$ cat src/rtl/load_store_unit.sv
// Multi-cycle data-memory access engine for the RV32I core: one load/store per start,
// valid/ready memory port, lane-aligned stores and sign/zero-extended loads.
module load_store_unit #(
   parameter int TIMEOUT_CYCLES = 16
) (
   input  logic        clk,
   input  logic        rst,
   input  logic        start,
   input  logic        we,
   input  logic [2:0]  funct3,
   input  logic [31:0] addr,
   input  logic [31:0] wdata,
   output logic        busy,
   output logic        done,
   output logic        err,
   output logic [31:0] rdata,
   output logic        mem_req,
   output logic        mem_we,
   output logic [31:0] mem_addr,
   output logic [3:0]  mem_be,
   output logic [31:0] mem_wdata,
   input  logic        mem_ready,
   input  logic [31:0] mem_rdata
);

   // state  | meaning
   // IDLE   | waiting for start; request latches captured on start
   // REQ    | mem_req asserted, waiting for mem_ready or timeout
   // DONE   | one-cycle success pulse
   // ERR    | one-cycle error pulse (illegal request or timeout)
   typedef enum logic [1:0] {S_IDLE, S_REQ, S_DONE, S_ERR} state_t;

   localparam int CW = (TIMEOUT_CYCLES > 1) ? $clog2(TIMEOUT_CYCLES) : 1;
   localparam logic [CW-1:0] CNT_LAST = (TIMEOUT_CYCLES == 0) ? '0 : CW'(TIMEOUT_CYCLES - 1);

   state_t        state_q, state_d;
   logic          we_q, we_d;
   logic [2:0]    funct3_q, funct3_d;
   logic [31:0]   addr_q, addr_d;
   logic [31:0]   wdata_q, wdata_d;
   logic [31:0]   rdata_q, rdata_d;
   logic [CW-1:0] cnt_q, cnt_d;

   logic          f3_bad, misaligned;
   logic [3:0]    be_lat;
   logic [31:0]   wdata_lanes;
   logic [7:0]    ld_byte;
   logic [15:0]   ld_half;
   logic [31:0]   ld_ext;

   always_ff @(posedge clk or negedge rst) begin
      if (!rst) begin
         state_q  <= S_IDLE;
         we_q     <= 1'b0;
         funct3_q <= 3'b000;
         addr_q   <= 32'h0;
         wdata_q  <= 32'h0;
         rdata_q  <= 32'h0;
         cnt_q    <= '0;
      end else begin
         state_q  <= state_d;
         we_q     <= we_d;
         funct3_q <= funct3_d;
         addr_q   <= addr_d;
         wdata_q  <= wdata_d;
         rdata_q  <= rdata_d;
         cnt_q    <= cnt_d;
      end
   end

   // Legality is judged on the live inputs so an illegal request never reaches REQ.
   always_comb begin
      if (we) f3_bad = (funct3 > 3'b010);
      else    f3_bad = (funct3 == 3'b011) || (funct3[2:1] == 2'b11);
      misaligned = ((funct3[1:0] == 2'b01) && addr[0]) ||
                   ((funct3[1:0] == 2'b10) && (addr[1:0] != 2'b00));
   end

   always_comb begin
      case (funct3_q[1:0])
         2'b00:   be_lat = 4'b0001 << addr_q[1:0];
         2'b01:   be_lat = 4'b0011 << {addr_q[1], 1'b0};
         default: be_lat = 4'b1111;
      endcase
      case (funct3_q[1:0])
         2'b00:   wdata_lanes = {4{wdata_q[7:0]}};
         2'b01:   wdata_lanes = {2{wdata_q[15:0]}};
         default: wdata_lanes = wdata_q;
      endcase
   end

   always_comb begin
      case (addr_q[1:0])
         2'b00:   ld_byte = mem_rdata[7:0];
         2'b01:   ld_byte = mem_rdata[15:8];
         2'b10:   ld_byte = mem_rdata[23:16];
         default: ld_byte = mem_rdata[31:24];
      endcase
      ld_half = addr_q[1] ? mem_rdata[31:16] : mem_rdata[15:0];
      case (funct3_q)
         3'b000:  ld_ext = {{24{ld_byte[7]}}, ld_byte};
         3'b100:  ld_ext = {24'h0, ld_byte};
         3'b001:  ld_ext = {{16{ld_half[15]}}, ld_half};
         3'b101:  ld_ext = {16'h0, ld_half};
         default: ld_ext = mem_rdata;
      endcase
   end

   always_comb begin
      state_d  = state_q;
      we_d     = we_q;
      funct3_d = funct3_q;
      addr_d   = addr_q;
      wdata_d  = wdata_q;
      rdata_d  = rdata_q;
      cnt_d    = cnt_q;
      case (state_q)
         S_IDLE: begin
            if (start) begin
               we_d     = we;
               funct3_d = funct3;
               addr_d   = addr;
               wdata_d  = wdata;
               cnt_d    = '0;
               state_d  = (f3_bad || misaligned) ? S_ERR : S_REQ;
            end
         end
         S_REQ: begin
            if (mem_ready) begin
               if (!we_q) rdata_d = ld_ext;
               state_d = S_DONE;
            end else if ((TIMEOUT_CYCLES != 0) && (cnt_q == CNT_LAST)) begin
               state_d = S_ERR;
            end else begin
               cnt_d = cnt_q + 1'b1;
            end
         end
         S_DONE:  state_d = S_IDLE;
         S_ERR:   state_d = S_IDLE;
         default: state_d = S_IDLE;
      endcase
   end

   // Memory-side outputs are forced to zero outside REQ so the bus is quiet when idle.
   always_comb begin
      busy      = (state_q != S_IDLE);
      done      = (state_q == S_DONE) || (state_q == S_ERR);
      err       = (state_q == S_ERR);
      rdata     = rdata_q;
      mem_req   = (state_q == S_REQ);
      mem_we    = mem_req & we_q;
      mem_addr  = mem_req ? {addr_q[31:2], 2'b00} : 32'h0;
      mem_be    = mem_req ? be_lat : 4'h0;
      mem_wdata = (mem_req && we_q) ? wdata_lanes : 32'h0;
   end

endmodule

$ cat config.mk
export PLATFORM = sky130hd
export DESIGN_NAME = load_store_unit
export DESIGN_NICKNAME = d
export VERILOG_FILES = /design/src/rtl/load_store_unit.sv
export SDC_FILE = /design/constraint.sdc
export NUM_CORES = 1
export LEC_CHECK = 0
export ABC_AREA = 1
export CAP_MARGIN = 20
export CORE_MARGIN = 2
export CORE_UTILIZATION = 50
export DETAILED_ROUTE_END_ITERATION = 7
export DONT_BUFFER_PORTS = 1
export SYNTH_ARGS = -nofsm -noshare
export SYNTH_HDL_FRONTEND = slang
export SYNTH_SLANG_ARGS = --single-unit
$ cat constraint.sdc
create_clock -name clk -period 1.8 [get_ports clk]
set_input_delay 0 -clock clk [delete_from_list [all_inputs] [get_ports clk]]
set_output_delay 0 -clock clk [all_outputs]
set_load 0.005 [all_outputs]
==> metrics.yaml <==
status: "finished, violations left"
failed_checks: "negative hold slack"
postCtsSetupRepairBufs: 0
place_area_sq_um: 5600
routedWlPerCell_um: 16.1
cp-endpoint: "mem_wdata[25]"
grt_overflow_total: 0
worstSetupPathType: "flip-flop to output pin"
ant_nets: 0
grt_use_met3: 0.0634
antenna_found_initial: 0
hold_path_class: "input pin to async pin"
syn_avg_cell_area_sq_um: 7.29
hpwl_um: 10300
synthCells: 752
ys_seq_area_frac: 0.484
die_h_um: 109
yosys_most_used_dff: "dfrtp_1"
numCtsBuffers: 9
syn_area_sq_um: 5480
clk-insertion-delay-late_ps: 370
clock_power_share: 0.133
intPower_mw: 5.68
reg2reg_to: "rdata[6]$_DFFE_PN0P_"
drv_cap: 0
top_usage_layer: "met2"
grt_pass1_vias: 5153
grt_usage: 0.270
drtIter0Drc: 395
grt_use_met2: 0.459
cts_tree: "built"
r2r_setup_slack_ps: 230
grt_max_degree: 107
fin_area_sq_um: 6810
ctsHoldBuffers: 102
place_congestion: 0.856
rows: 38
fin_skew_ps: 6.81
synthArstFlopShare: 1.00
clkTransAtPathRegs_ps: 100
reg2reg_depth: 7
synth_edf_count: 0
area_growth_pct: 24.2
crit_arrival_ps: 1690
cp-start-kind: "flip-flop"
via_count: 5207
cp-startpoint: "state_q[1]$_DFFE_PN0P_"
drive_gt1_frac: 0.0792
required_ps: 1800
p_seq_frac: 0.421
start_util: 0.508
routed_via_density: 5.28
final_cells: 986
synth_cell_types: 29
io_buffers: 0
fp.coreArea_sq_um: 10800
drt_wl_total_um: 15900
finalSetupViolCount: 0
firstDrtPassIters: 5
pwr-share-comb: 0.446
fmax_mhz: 593
p_leak_nw: 3.35
end_kind: "output pin"
synth_warnings: 0
cts_sinks: 106
fin_util: 0.631
antenna_cells: 0
dieArea_sq_um: 11800
r2r-start: "state_q[0]$_DFFE_PN0P_"
grt_use_met1: 0.327
report.final.slew_viol_count: 0
cts_max_level: 3
cts-root-buf: "clkbuf_8"
clockBufferDepth: 2
peakVddDrop_v: 0.000668
p_sw_mw: 4.55
grt_pass1_wl_um: 25000
layout.nets: 948
cp_max_fo: 8
die_x_um: 109
power_density_nw_per_um2: 1500
hold_viol: 106
placed_cells_incl_taps: 870
ioPinCount: 209
synth_seq_cells: 106
drc: 0
min_period_over_period: 0.938
netSwitchingFraction: 0.445
min_period_ps: 1690
hold_ws_ps: -690
registers in the layout (all words and copies together) (netlist names):
name / count
addr_q: 32
wdata_q: 32
we_q: 1
cnt_q: 4
funct3_q: 3
rdata: 32
state_q: 2
worst min path at each step:
stage | cells past startpoint | start | end | slack [ps]
final | 0 | rst | rdata[6]$_DFFE_PN0P_ | -690
after floorplan | 0 | rst | addr_q[0]$_DFFE_PN0P_ | -300
after global placement | 0 | rst | rdata[3]$_DFFE_PN0P_ | -290
after global routing | 0 | rst | addr_q[10]$_DFFE_PN0P_ | -730
after CTS | 0 | rst | wdata_q[13]$_DFFE_PN0P_ | -710
after detailed placement | 0 | rst | rdata[6]$_DFFE_PN0P_ | -290
power groups by stage:
stage               clock, mW  sequential (mW)  combinational, mW
finish                   1.36             4.31               4.56
detailed placement          0             4.35               4.23
CTS                      1.41             4.30               4.45
global route             1.50             4.46               5.19
floorplan                   0             4.07               3.39
global placement            0             4.31               4.13
routing by layer:
layer | part of all wire | vias up
li1 | - | 2496
met1 | 0.40 | 2421
met2 | 0.49 | 253
met3 | 0.077 | 37
met4 | 0.026 | 0
met5 | 0 | -
Yosys cell counts, types with 2 or more instances:
| library cell | count | area (sq um) |
|---|---|---|
| o21ai_1 | 2 | 10.0 |
| or2_1 | 8 | 50.1 |
| o221ai_1 | 7 | 61.3 |
| clkbuf_1 | 11 | 41.3 |
| inv_1 | 76 | 285 |
| inv_2 | 5 | 18.8 |
| nor2_1 | 102 | 383 |
| buf_6 | 4 | 45.0 |
| nand2_1 | 237 | 890 |
| nor2_4 | 3 | 33.8 |
| buf_1 | 3 | 11.3 |
| buf_2 | 20 | 100 |
| nand3_1 | 46 | 230 |
| o21ai_0 | 50 | 250 |
| a21oi_1 | 39 | 195 |
| dfrtp_1 | 106 | 2650 |
| or2_2 | 15 | 93.8 |
| buf_4 | 4 | 30.0 |
| nor3_1 | 4 | 20.0 |
cells in the final DEF, fill, tap and decap left out:
cell / n
a21oi_1: 39
o21ai_0: 50
ha_1: 1
o221ai_1: 6
inv_6: 2
o21ai_2: 1
nand3_4: 1
nand2_4: 1
nand3_2: 1
buf_12: 2
o22ai_1: 1
or2_2: 15
nand3_1: 46
dlygate4sd3_1: 102
o221ai_2: 1
dfrtp_2: 2
o21ai_1: 2
or2_1: 8
nor3_1: 4
nor2_2: 1
nor2_4: 4
buf_4: 17
conb_1: 2
clkinv_2: 3
inv_2: 6
nand4_1: 1
nor2_1: 101
dfrtp_1: 104
nand2_1: 237
clkbuf_8: 10
inv_1: 75
worst max-delay path: stages (launching register included):
cell and delay, ps:
dfrtp_2 480, inv_2 110, nand2_4 90, nor2_4 120, buf_4 170, o221ai_1 150, nor2_1 190
layout make-up:
| class | count | area [sq um] |
|---|---|---|
| Clock buffer | 10 | 138 |
| Clock inverter | 4 | 27.5 |
| Fill cell | 934 | 3980 |
| Inverter | 82 | 309 |
| Multi-Input combinational cell | 523 | 2320 |
| Sequential cell | 106 | 2660 |
| Tap cell | 140 | 175 |
| Timing Repair Buffer | 121 | 1190 |
cells by family after synthesis:
logic type,after synthesis,share of synthesized area
DFF,106,0.484
other,1,0.000684
and+or+nand+nor,420,0.319
adders and majority gates,1,0.00228
AOI/OAI and AO/OA,100,0.0970
buffers and inverters,124,0.0979
per-stage QoR:
step | total power, mW | setup TNS [ps] | setup WS [ps]
final | 10.2 | 0 | 112
after detailed placement | 8.58 | 0 | 247
after global routing | 11.2 | -4.18 | -4.18
after global placement | 8.44 | 0 | 300
after CTS | 10.2 | 0 | 16.6
after floorplan | 7.45 | 0 | 432
repair_timing:
item / 4_1_cts / 5_1_grt
pin swaps: 1 / 1
hold endpoints to repair: 209 / 106
resized for setup: 2 / 5
endpoints found under the setup margin: 4 / 13
Note: power is estimated with default switching activity, not from simulation.
